`config.mk`:
```
export PLATFORM = sky130hd
export DESIGN_NAME = tank_motion_flat
export DESIGN_NICKNAME = d
export VERILOG_FILES = /design/src/rtl/tank_motion_if.sv /design/src/rtl/tank_motion.sv /design/src/flat_wrapper.sv
export SDC_FILE = /design/constraint.sdc
export NUM_CORES = 1
export LEC_CHECK = 0
export CAP_MARGIN = 10
export CORE_UTILIZATION = 54
export DETAILED_ROUTE_END_ITERATION = 10
export GPL_TIMING_DRIVEN = 0
export PLACE_DENSITY = 0.76
export SETUP_SLACK_MARGIN = 0.4
export SLEW_MARGIN = 40
export SYNTH_ARGS = -nofsm -noshare
export SYNTH_HDL_FRONTEND = slang
export SYNTH_SLANG_ARGS = --single-unit
```
`constraint.sdc`:
```
create_clock -name Clk -period 5.7 [get_ports Clk]
set_input_delay 0.855 -clock Clk [delete_from_list [all_inputs] [get_ports Clk]]
set_output_delay 0.855 -clock Clk [all_outputs]
set_load 0.05 [all_outputs]
```
`src/rtl/tank_motion_if.sv`:
```
// rtl/tank_motion_if.sv - tank controller link: frame strobe/command/verdict in, position/heading out
interface tank_motion_if;
  logic       frame_clk;
  logic [2:0] dir_cmd;
  logic       can_move;
  logic [9:0] X_Tank;
  logic [9:0] Y_Tank;
  logic [2:0] tank_dir;
  logic [2:0] facing;
  logic       moving;

  modport master (
    output frame_clk, dir_cmd, can_move,
    input  X_Tank, Y_Tank, tank_dir, facing, moving
  );

  modport slave (
    input  frame_clk, dir_cmd, can_move,
    output X_Tank, Y_Tank, tank_dir, facing, moving
  );
endinterface

```
`src/rtl/tank_motion.sv`:
```
// rtl/tank_motion.sv - per-tank position/heading controller: tick -> check -> update, edge limited
// Optional screen wrap-around instead of edge blocking: define TANK_MOTION_WRAP_EN.
module tank_motion #(
  parameter logic [9:0] X_START   = 10'd32,
  parameter logic [9:0] Y_START   = 10'd32,
  parameter logic [9:0] STEP      = 10'd1,
  parameter logic [9:0] TANK_SIZE = 10'd32,
  parameter logic [9:0] X_MAX     = 10'd639,
  parameter logic [9:0] Y_MAX     = 10'd479,
  parameter int         SPEED_DIV = 4
) (
  input logic        Clk,
  input logic        Reset_n,
  tank_motion_if.slave tm
);

  localparam logic [1:0] IDLE   = 2'd0;
  localparam logic [1:0] CHECK  = 2'd1;
  localparam logic [1:0] UPDATE = 2'd2;

  localparam logic [2:0] DIR_NONE  = 3'd0;
  localparam logic [2:0] DIR_UP    = 3'd1;
  localparam logic [2:0] DIR_RIGHT = 3'd2;
  localparam logic [2:0] DIR_LEFT  = 3'd3;
  localparam logic [2:0] DIR_DOWN  = 3'd4;

  localparam logic [3:0]  CNT_LAST = 4'(SPEED_DIV - 1);
  localparam logic [10:0] STEP_W   = {1'b0, STEP};
  localparam logic [10:0] SIZE_W   = {1'b0, TANK_SIZE};
  localparam logic [10:0] X_LIM    = {1'b0, X_MAX} + 11'd1;
  localparam logic [10:0] Y_LIM    = {1'b0, Y_MAX} + 11'd1;
`ifdef TANK_MOTION_WRAP_EN
  localparam logic [9:0]  X_WRAP   = X_MAX + 10'd1 - TANK_SIZE;
  localparam logic [9:0]  Y_WRAP   = Y_MAX + 10'd1 - TANK_SIZE;
`endif

  logic [1:0] state;
  logic       frame_prev;
  logic [3:0] spd_cnt;
  logic       eligible;
  logic       go;
  logic [9:0] x_q;
  logic [9:0] y_q;
  logic [2:0] dir_q;
  logic [2:0] facing_q;
  logic       moving_q;
`ifdef TANK_MOTION_WRAP_EN
  logic       in_bounds_q;
`endif

  logic       tick;
  logic [2:0] dir_clean;
  logic       in_bounds;
  logic       go_d;
  logic [9:0] x_nxt;
  logic [9:0] y_nxt;

  assign tm.X_Tank   = x_q;
  assign tm.Y_Tank   = y_q;
  assign tm.tank_dir = dir_q;
  assign tm.facing   = facing_q;
  assign tm.moving   = moving_q;

  assign tick      = tm.frame_clk & ~frame_prev;
  assign dir_clean = (tm.dir_cmd > DIR_DOWN) ? DIR_NONE : tm.dir_cmd;

  // 11-bit arithmetic so edge sums cannot wrap past 1023
  always_comb begin
    in_bounds = 1'b0;
    case (dir_q)
      DIR_UP:    in_bounds = {1'b0, y_q} >= STEP_W;
      DIR_LEFT:  in_bounds = {1'b0, x_q} >= STEP_W;
      DIR_RIGHT: in_bounds = ({1'b0, x_q} + SIZE_W + STEP_W) <= X_LIM;
      DIR_DOWN:  in_bounds = ({1'b0, y_q} + SIZE_W + STEP_W) <= Y_LIM;
      default:   in_bounds = 1'b0;
    endcase
  end

`ifdef TANK_MOTION_WRAP_EN
  assign go_d = eligible & tm.can_move & (dir_q != DIR_NONE);
`else
  assign go_d = eligible & tm.can_move & in_bounds & (dir_q != DIR_NONE);
`endif

  always_comb begin
    x_nxt = x_q;
    y_nxt = y_q;
    case (dir_q)
      DIR_UP:    y_nxt = y_q - STEP;
      DIR_RIGHT: x_nxt = x_q + STEP;
      DIR_LEFT:  x_nxt = x_q - STEP;
      DIR_DOWN:  y_nxt = y_q + STEP;
      default:   ;
    endcase
`ifdef TANK_MOTION_WRAP_EN
    if (!in_bounds_q) begin
      case (dir_q)
        DIR_UP:    y_nxt = Y_WRAP;
        DIR_RIGHT: x_nxt = 10'd0;
        DIR_LEFT:  x_nxt = X_WRAP;
        DIR_DOWN:  y_nxt = 10'd0;
        default:   ;
      endcase
    end
`endif
  end

  // frame_prev resets high so a strobe already asserted at reset release is not a tick
  always_ff @(posedge Clk or negedge Reset_n) begin
    if (!Reset_n) begin
      state      <= IDLE;
      frame_prev <= 1'b1;
      spd_cnt    <= 4'd0;
      eligible   <= 1'b0;
      go         <= 1'b0;
      x_q        <= X_START;
      y_q        <= Y_START;
      dir_q      <= DIR_NONE;
      facing_q   <= DIR_UP;
      moving_q   <= 1'b0;
`ifdef TANK_MOTION_WRAP_EN
      in_bounds_q <= 1'b0;
`endif
    end else begin
      frame_prev <= tm.frame_clk;
      moving_q   <= 1'b0;
      case (state)
        IDLE: begin
          if (tick) begin
            state <= CHECK;
            dir_q <= dir_clean;
            if (dir_clean == DIR_NONE) begin
              spd_cnt  <= 4'd0;
              eligible <= 1'b0;
            end else begin
              facing_q <= dir_clean;
              spd_cnt  <= (spd_cnt == CNT_LAST) ? 4'd0 : spd_cnt + 4'd1;
              eligible <= (spd_cnt == CNT_LAST);
            end
          end
        end
        CHECK: begin
          go    <= go_d;
          state <= UPDATE;
`ifdef TANK_MOTION_WRAP_EN
          in_bounds_q <= in_bounds;
`endif
        end
        UPDATE: begin
          if (go) begin
            x_q      <= x_nxt;
            y_q      <= y_nxt;
            moving_q <= 1'b1;
          end
          state <= IDLE;
        end
        default: state <= IDLE;
      endcase
    end
  end

endmodule

```
`src/flat_wrapper.sv`:
```
// flat-port wrapper written by rule: the top's interface ports become plain ports
module tank_motion_flat 
#(
  parameter logic [9:0] X_START   = 10'd32,
  parameter logic [9:0] Y_START   = 10'd32,
  parameter logic [9:0] STEP      = 10'd1,
  parameter logic [9:0] TANK_SIZE = 10'd32,
  parameter logic [9:0] X_MAX     = 10'd639,
  parameter logic [9:0] Y_MAX     = 10'd479,
  parameter int         SPEED_DIV = 4
)
  (Clk, Reset_n, tm_frame_clk, tm_dir_cmd, tm_can_move, tm_X_Tank, tm_Y_Tank, tm_tank_dir, tm_facing, tm_moving);
  tank_motion_if tm_i ();
  input logic Clk;
  input logic Reset_n;
  input wire logic [$bits(tm_i.frame_clk)-1:0] tm_frame_clk;
  input wire logic [$bits(tm_i.dir_cmd)-1:0] tm_dir_cmd;
  input wire logic [$bits(tm_i.can_move)-1:0] tm_can_move;
  output wire logic [$bits(tm_i.X_Tank)-1:0] tm_X_Tank;
  output wire logic [$bits(tm_i.Y_Tank)-1:0] tm_Y_Tank;
  output wire logic [$bits(tm_i.tank_dir)-1:0] tm_tank_dir;
  output wire logic [$bits(tm_i.facing)-1:0] tm_facing;
  output wire logic [$bits(tm_i.moving)-1:0] tm_moving;
  assign tm_i.frame_clk = tm_frame_clk;
  assign tm_i.dir_cmd = tm_dir_cmd;
  assign tm_i.can_move = tm_can_move;
  assign tm_X_Tank = tm_i.X_Tank;
  assign tm_Y_Tank = tm_i.Y_Tank;
  assign tm_tank_dir = tm_i.tank_dir;
  assign tm_facing = tm_i.facing;
  assign tm_moving = tm_i.moving;
  tank_motion #(.X_START(X_START), .Y_START(Y_START), .STEP(STEP), .TANK_SIZE(TANK_SIZE), .X_MAX(X_MAX), .Y_MAX(Y_MAX), .SPEED_DIV(SPEED_DIV)) u_core (.Clk(Clk), .Reset_n(Reset_n), .tm(tm_i));
endmodule
```
; ---- Word-level counts from Yosys, hierarchy flattened
; Index checks and enable logic that the tools add are counted.
[word_totals]
reg_bits = 36
in_bits = 7
[op_classes]
n_addsub = 9
magnitude_cmp = 5
bitwise = 6
muxes = 11
n_eq_ne = 8
reduce_logical = 9
[op_table]
columns = op, n
row1 = $pmux W10 S2, 2
row2 = $add A10 B6 Y11 const B, 2
row3 = $add A11 B1 Y11 const B, 2
row4 = $add A10 B1 Y10 const B, 2
row5 = $ge A10 B1 Y1 const B, 2
row6 = $sub A10 B1 Y10 const B, 2
row7 = $le A11 B10 Y1 const B, 1
row8 = $le A11 B9 Y1 const B, 1
row9 = $reduce_and A3 Y1, 3
row10 = $mux W4, 2
row11 = $eq A3 B2 Y1 const B, 2
row12 = $add A4 B1 Y4 const B, 1
row13 = $and A1 B1 Y1, 4
row14 = $eq A4 B2 Y1 const B, 1
row15 = $pmux W1 S4, 1
row16 = $pmux W2 S2, 1
row17 = $reduce_bool A2 Y1, 2
row18 = $eq A3 B1 Y1 const B, 1
row19 = $eq A3 B3 Y1 const B, 1
row20 = $gt A3 B3 Y1 const B, 1
row21 = $logic_not A3 Y1, 1
row22 = $mux W1, 3
row23 = $mux W3, 1
row24 = $reduce_bool A3 Y1, 1
row25 = other kinds (7), 8

; ---- Depth between registers and ports, before layout
[logic_depth]
ltp_word = 6
mapped_depth = 8

; ---- Worst setup path after synthesis
; Ideal clock, no wire load.
[synth_path]
kind = register -> register
start = register u_core.x_q[0], in the netlist u_core.tm.X_Tank[0]
end = register u_core.go
synth_period_minus_slack_ps = 2315
setup_time_ps = 104
path_slack_ps = 3385
required_ps = 5596
arrival_ps = 2211
stages_incl_launch_ff = 8
path_cell_list = dfrtp_1 -> ha_1 -> inv_1 -> or4_4 -> o211ai_2 -> a32oi_1 -> o21a_1 -> o311ai_1
[synth_between]
elab_chain_len = 6
[synth_rtl]
columns = item, line
row1 = from (decl), tank_motion.sv:42  ; logic [9:0] x_q;
row2 = from (signal assigned), tank_motion.sv:151  ; x_q <= x_nxt;
row3 = $add A10 B6 Y11, tank_motion.sv:73  ; DIR_RIGHT: in_bounds = ({1'b0, x_q} + SIZE_W + STEP_W) <= X_LIM;
row4 = $add A11 B1 Y11, tank_motion.sv:73
row5 = $le A11 B10 Y1, tank_motion.sv:73
row6 = $pmux W1 S4 *, tank_motion.sv:70  ; case (dir_q)
row7 = $and A1 B1 Y1 * (2 in series), tank_motion.sv:82  ; assign go_d = eligible & tm.can_move & in_bounds & (dir_q != DIR_NONE);
row8 = to (signal assigned), tank_motion.sv:143  ; go <= go_d;
row9 = to (decl), tank_motion.sv:41  ; logic go;
; Every way passes the cells marked *; elsewhere a longest branch is shown, timed or not.
; A chain may end at the register's enable or synchronous reset.

; ---- Worst setup path after layout
[layout_path]
start = register u_core.y_q[0], in the netlist u_core.tm.Y_Tank[0]
end = output tm_Y_Tank[0]
[layout_rtl]
columns = item, line
row1 = from (decl), tank_motion.sv:43  ; logic [9:0] y_q;
row2 = from (signal assigned), tank_motion.sv:152  ; y_q <= y_nxt;
row3 = to (decl), flat_wrapper.sv:20  ; output wire logic [$bits(tm_i.Y_Tank)-1:0] tm_Y_Tank;
; No word-level cell between the ends.

==> summary.txt <==
Status
  • Status: finished, final reports clean

Timing
  • Final Hold Fails: 0
  • Setup repair after global routing missed its margin: false
  • Tmin final: 2.562 ns
  • Layout Skew: 0.009792 ns
  • Slew HR: 51.61%
  • Slew @ Worst Pin: 0.7203 ns
  • Final Max Slew Viols: 0
  • F_max: 390.3 MHz
  • Setup TNS: 0 ns
  • Final cycle utilization of the critical path: 44.94%
  • Final setup fails: 0

Clock network
  • CTS Hold Buffers Added: 0
  • Post-CTS setup buffers: 0
  • Skew-Pair Late Insertion Delay: 0.30 ns
  • Clock Tree Buf Depth: 2
  • TritonCTS Buffers: 5
  • Clock slew at reported path FFs: 0.08 ns
  • Post-CTS resize count: 0
  • Root buffer cell: clkbuf_8
  • TritonCTS clock tree: done
  • H-tree Lvls: 2
  • CTS sink cnt: 36

Route
  • # DRC: 0
  • Via Count: 2027
  • Top Layer Used: met4
  • Mean routed wirelength per cell: 14.19 um
  • Met2 wire length: 2.251 mm
  • Post-route ant nets: 0
  • Vias per cell: 5.710
  • Initial DRC count: 241
  • DR pass1 iterations: 4
  • Met1 WL: 2.417 mm
  • Routed wire length: 5.036 mm
  • Routed wl met3: 288 um

Finish
  • Area of the multi-input gates: 1285 um^2
  • P&R area growth vs syn: 21.68%
  • Fin nets: 320
  • Final cell area excluding filler cells: 2795 um^2
  • FILL cells: 352
  • Fin cells: 355
  • Layout cells sized above 1: 7.541%
  • Antenna cells: 0
  • Register area: 905.9 um^2

Yosys
  • Ys flop type: dfrtp_1
  • Post-synth EDFFs: 0
  • Syn Nets: 280
  • Mapped Cells: 264
  • Complex-gate fraction of the synthesized area: 15.09%
  • Post-synthesis mux area share: 0.8715%
  • Sequential element share of the synthesized area: 39.43%
  • Yosys warning count: 0
  • Seq cells post-synth: 36
  • Post-synthesis cell type count: 51
  • Synth Area in XOR/XNOR: 9.150%
  • Simple-gate share of the synthesized area: 25.93%
  • Largest family of logic cells by synthesized area: simple AND/OR/NAND/NOR gates
  • Mapped cell area: 2297 um^2
  • Post-Synth Adder-Cell Area: 4.902%
  • Async S/R FF share, synth: 100.0%
  • Syn avg cell area: 8.702 um^2

Global route
  • Pin count of the biggest net entering global routing: 25
  • Initial antenna violation count: 0
  • Total track usage: 25.22%
  • First-pass GRT wire length: 8.411 mm
  • GR Overflow Total: 0
  • Vias in the first global route: 1811

Floorplan
  • Chip width: 67.23 um
  • Chip Height: 67.23 um
  • Core area: 4029 um^2
  • Initial Util: 57.02%
  • Num rows: 23
  • Die area: 4519 um^2
  • Num ports: 34

Placement
  • Dpl cells: 347
  • Port Buffer Count: 32
  • Gpl congestion: 0.9474
  • Dpl cell area: 2703 um^2
  • Post-DP HPWL: 3.697 mm

Flow run
  • Max Cap Viol: 0

Setup path
  • Setup CP Type: flop to primary output
  • Worst reg-to-reg path cell count: 7
  • R2R setup slack: 3.50 ns
  • CP max-delay cell: clkdlybuf4s50_1
  • Origin of the critical flop-to-flop path: u_core.tm.X_Tank[0]$_DFFE_PN0P_
  • Max FO, Critical Path: 9
  • CP startpoint: u_core.tm.Y_Tank[0]$_DFFE_PN0P_
  • CP Data Arrival Time: 1.71 ns
  • Cells along the critical path: clkdlybuf4s50_1
  • Cell family with most CP delay: buffers and inverters
  • Startpoint types: flop
  • Max incr delay on CP: 0.87 ns
  • Crit end category: primary output
  • CP required: 4.85 ns
  • Worst flop-to-flop path endpoint: u_core.go$_DFFE_PN0N_
  • WP buf/inv: 1

Power and ir drop
  • Worst vdd ir: 172.2 uV
  • PD cells: 205.8 nW/um^2
  • Cell leakage power: 1.179 nW

Worst hold path
  • Class of the worst hold path: input port to asynchronous set/reset pin
[layer usage]
| layer | GRT usage, % | vias up |
|---|---|---|
| met1 | 33.65 | 942 |
| met4 | 10.64 | 0 |
| li1 | - | 1014 |
| met5 | 0 | - |
| met3 | 6.250 | 8 |
| met2 | 38.75 | 63 |
[flip-flops by register name, summed over array words and instances (netlist names), 2 cells and up]
name	flops
u_core.tm.X_Tank	10
u_core.tm.Y_Tank	10
u_core.spd_cnt	4
u_core.tm.facing	3
u_core.tm.tank_dir	3
u_core.state	2
[cells in the mapped netlist, types with 3 or more instances]
cell type	number	area, um^2
dfrtp_1	32	800.8
nand2_1	31	116.4
o21ai_0	19	95.09
nor2_1	17	63.81
nand3_1	15	75.07
xnor2_1	15	131.4
clkbuf_1	11	41.29
inv_1	11	41.29
a21oi_1	10	50.05
ha_1	9	112.6
xor2_1	9	78.83
nor3_1	6	30.03
o31ai_1	6	45.04
nand2b_1	5	31.28
or3_1	5	31.28
dfstp_2	4	105.1
nor2b_1	4	25.02
nor4_1	4	25.02
and3_1	3	18.77
nand4_1	3	18.77
nor3b_1	3	22.52
o2bb2ai_1	3	26.28
[cell type report]
class                           instances  share of cell area (%)
Multi-Input combinational cell        202                   45.97
Sequential cell                        36                   32.41
Timing Repair Buffer                   33                   12.27
Clock buffer                            6                   2.954
Buffer                                 15                   2.328
Tap cell                               50                   2.238
Inverter                               11                   1.477
Clock inverter                          2                  0.3581
[layout by cell type, fill, tap and decap left out, drive strengths merged, types with 9 or more instances in the layout]
master	Yosys	routed
a21oi	10	10
nand3	16	16
nand2	31	31
inv	11	11
clkbuf	11	17
xor2	9	9
xnor2	15	15
dfrtp	32	32
nor2	17	17
ha	9	9
o21ai	19	19
clkdlybuf4s50	0	31
[where the power goes]
part / switching [mW] / total [mW] / internal [mW] / leakage [nW]
combinational: 0.0656 / 0.105 / 0.0395 / 0.652
sequential: 0.0106 / 0.279 / 0.269 / 0.475
clock: 0.0944 / 0.191 / 0.0964 / 0.0510
total: 0.171 / 0.575 / 0.405 / 1.18
[stage by stage]
| stage | hold WS [ns] | utilization (%) | setup WS, ns | power [mW] |
|---|---|---|---|---|
| finish | 0.4455 | 69.38 | 3.138 | 0.5753 |
| detailed placement | 0.4679 | 67.08 | 2.906 | 0.3893 |
| CTS | 0.4576 | 69.38 | 3.148 | 0.5786 |
| global route | 0.4624 | 69.38 | 3.090 | 0.6012 |
| floorplan | 0.4412 | - | 3.385 | 0.3524 |
| global placement | 0.4721 | 66.52 | 2.911 | 0.3853 |
[cells by family (layout without fill, tap and decap cells)]
group,Yosys count,after routing
and+or+nand+nor,113,113
AOI/OAI and AO/OA,54,54
DFF,36,36
buffers and inverters,26,67
xor gates and xnor gates,24,24
adders and majority gates,9,9
muxes,2,2
[how the worst max path moves through the flow]
stage	slack (ns)	end	cells after the start
3_5_place_dp	2.91	u_core.spd_cnt[0]$_DFFE_PN0P_	5
3_3_place_gp	2.91	u_core.spd_cnt[0]$_DFFE_PN0P_	5
4_1_cts	3.15	tm_X_Tank[0]	1
2_1_floorplan	3.38	u_core.go$_DFFE_PN0N_	7
6_report	3.14	tm_Y_Tank[0]	1
5_1_grt	3.09	tm_Y_Tank[0]	1
Note: power is estimated with default switching activity, not from simulation.
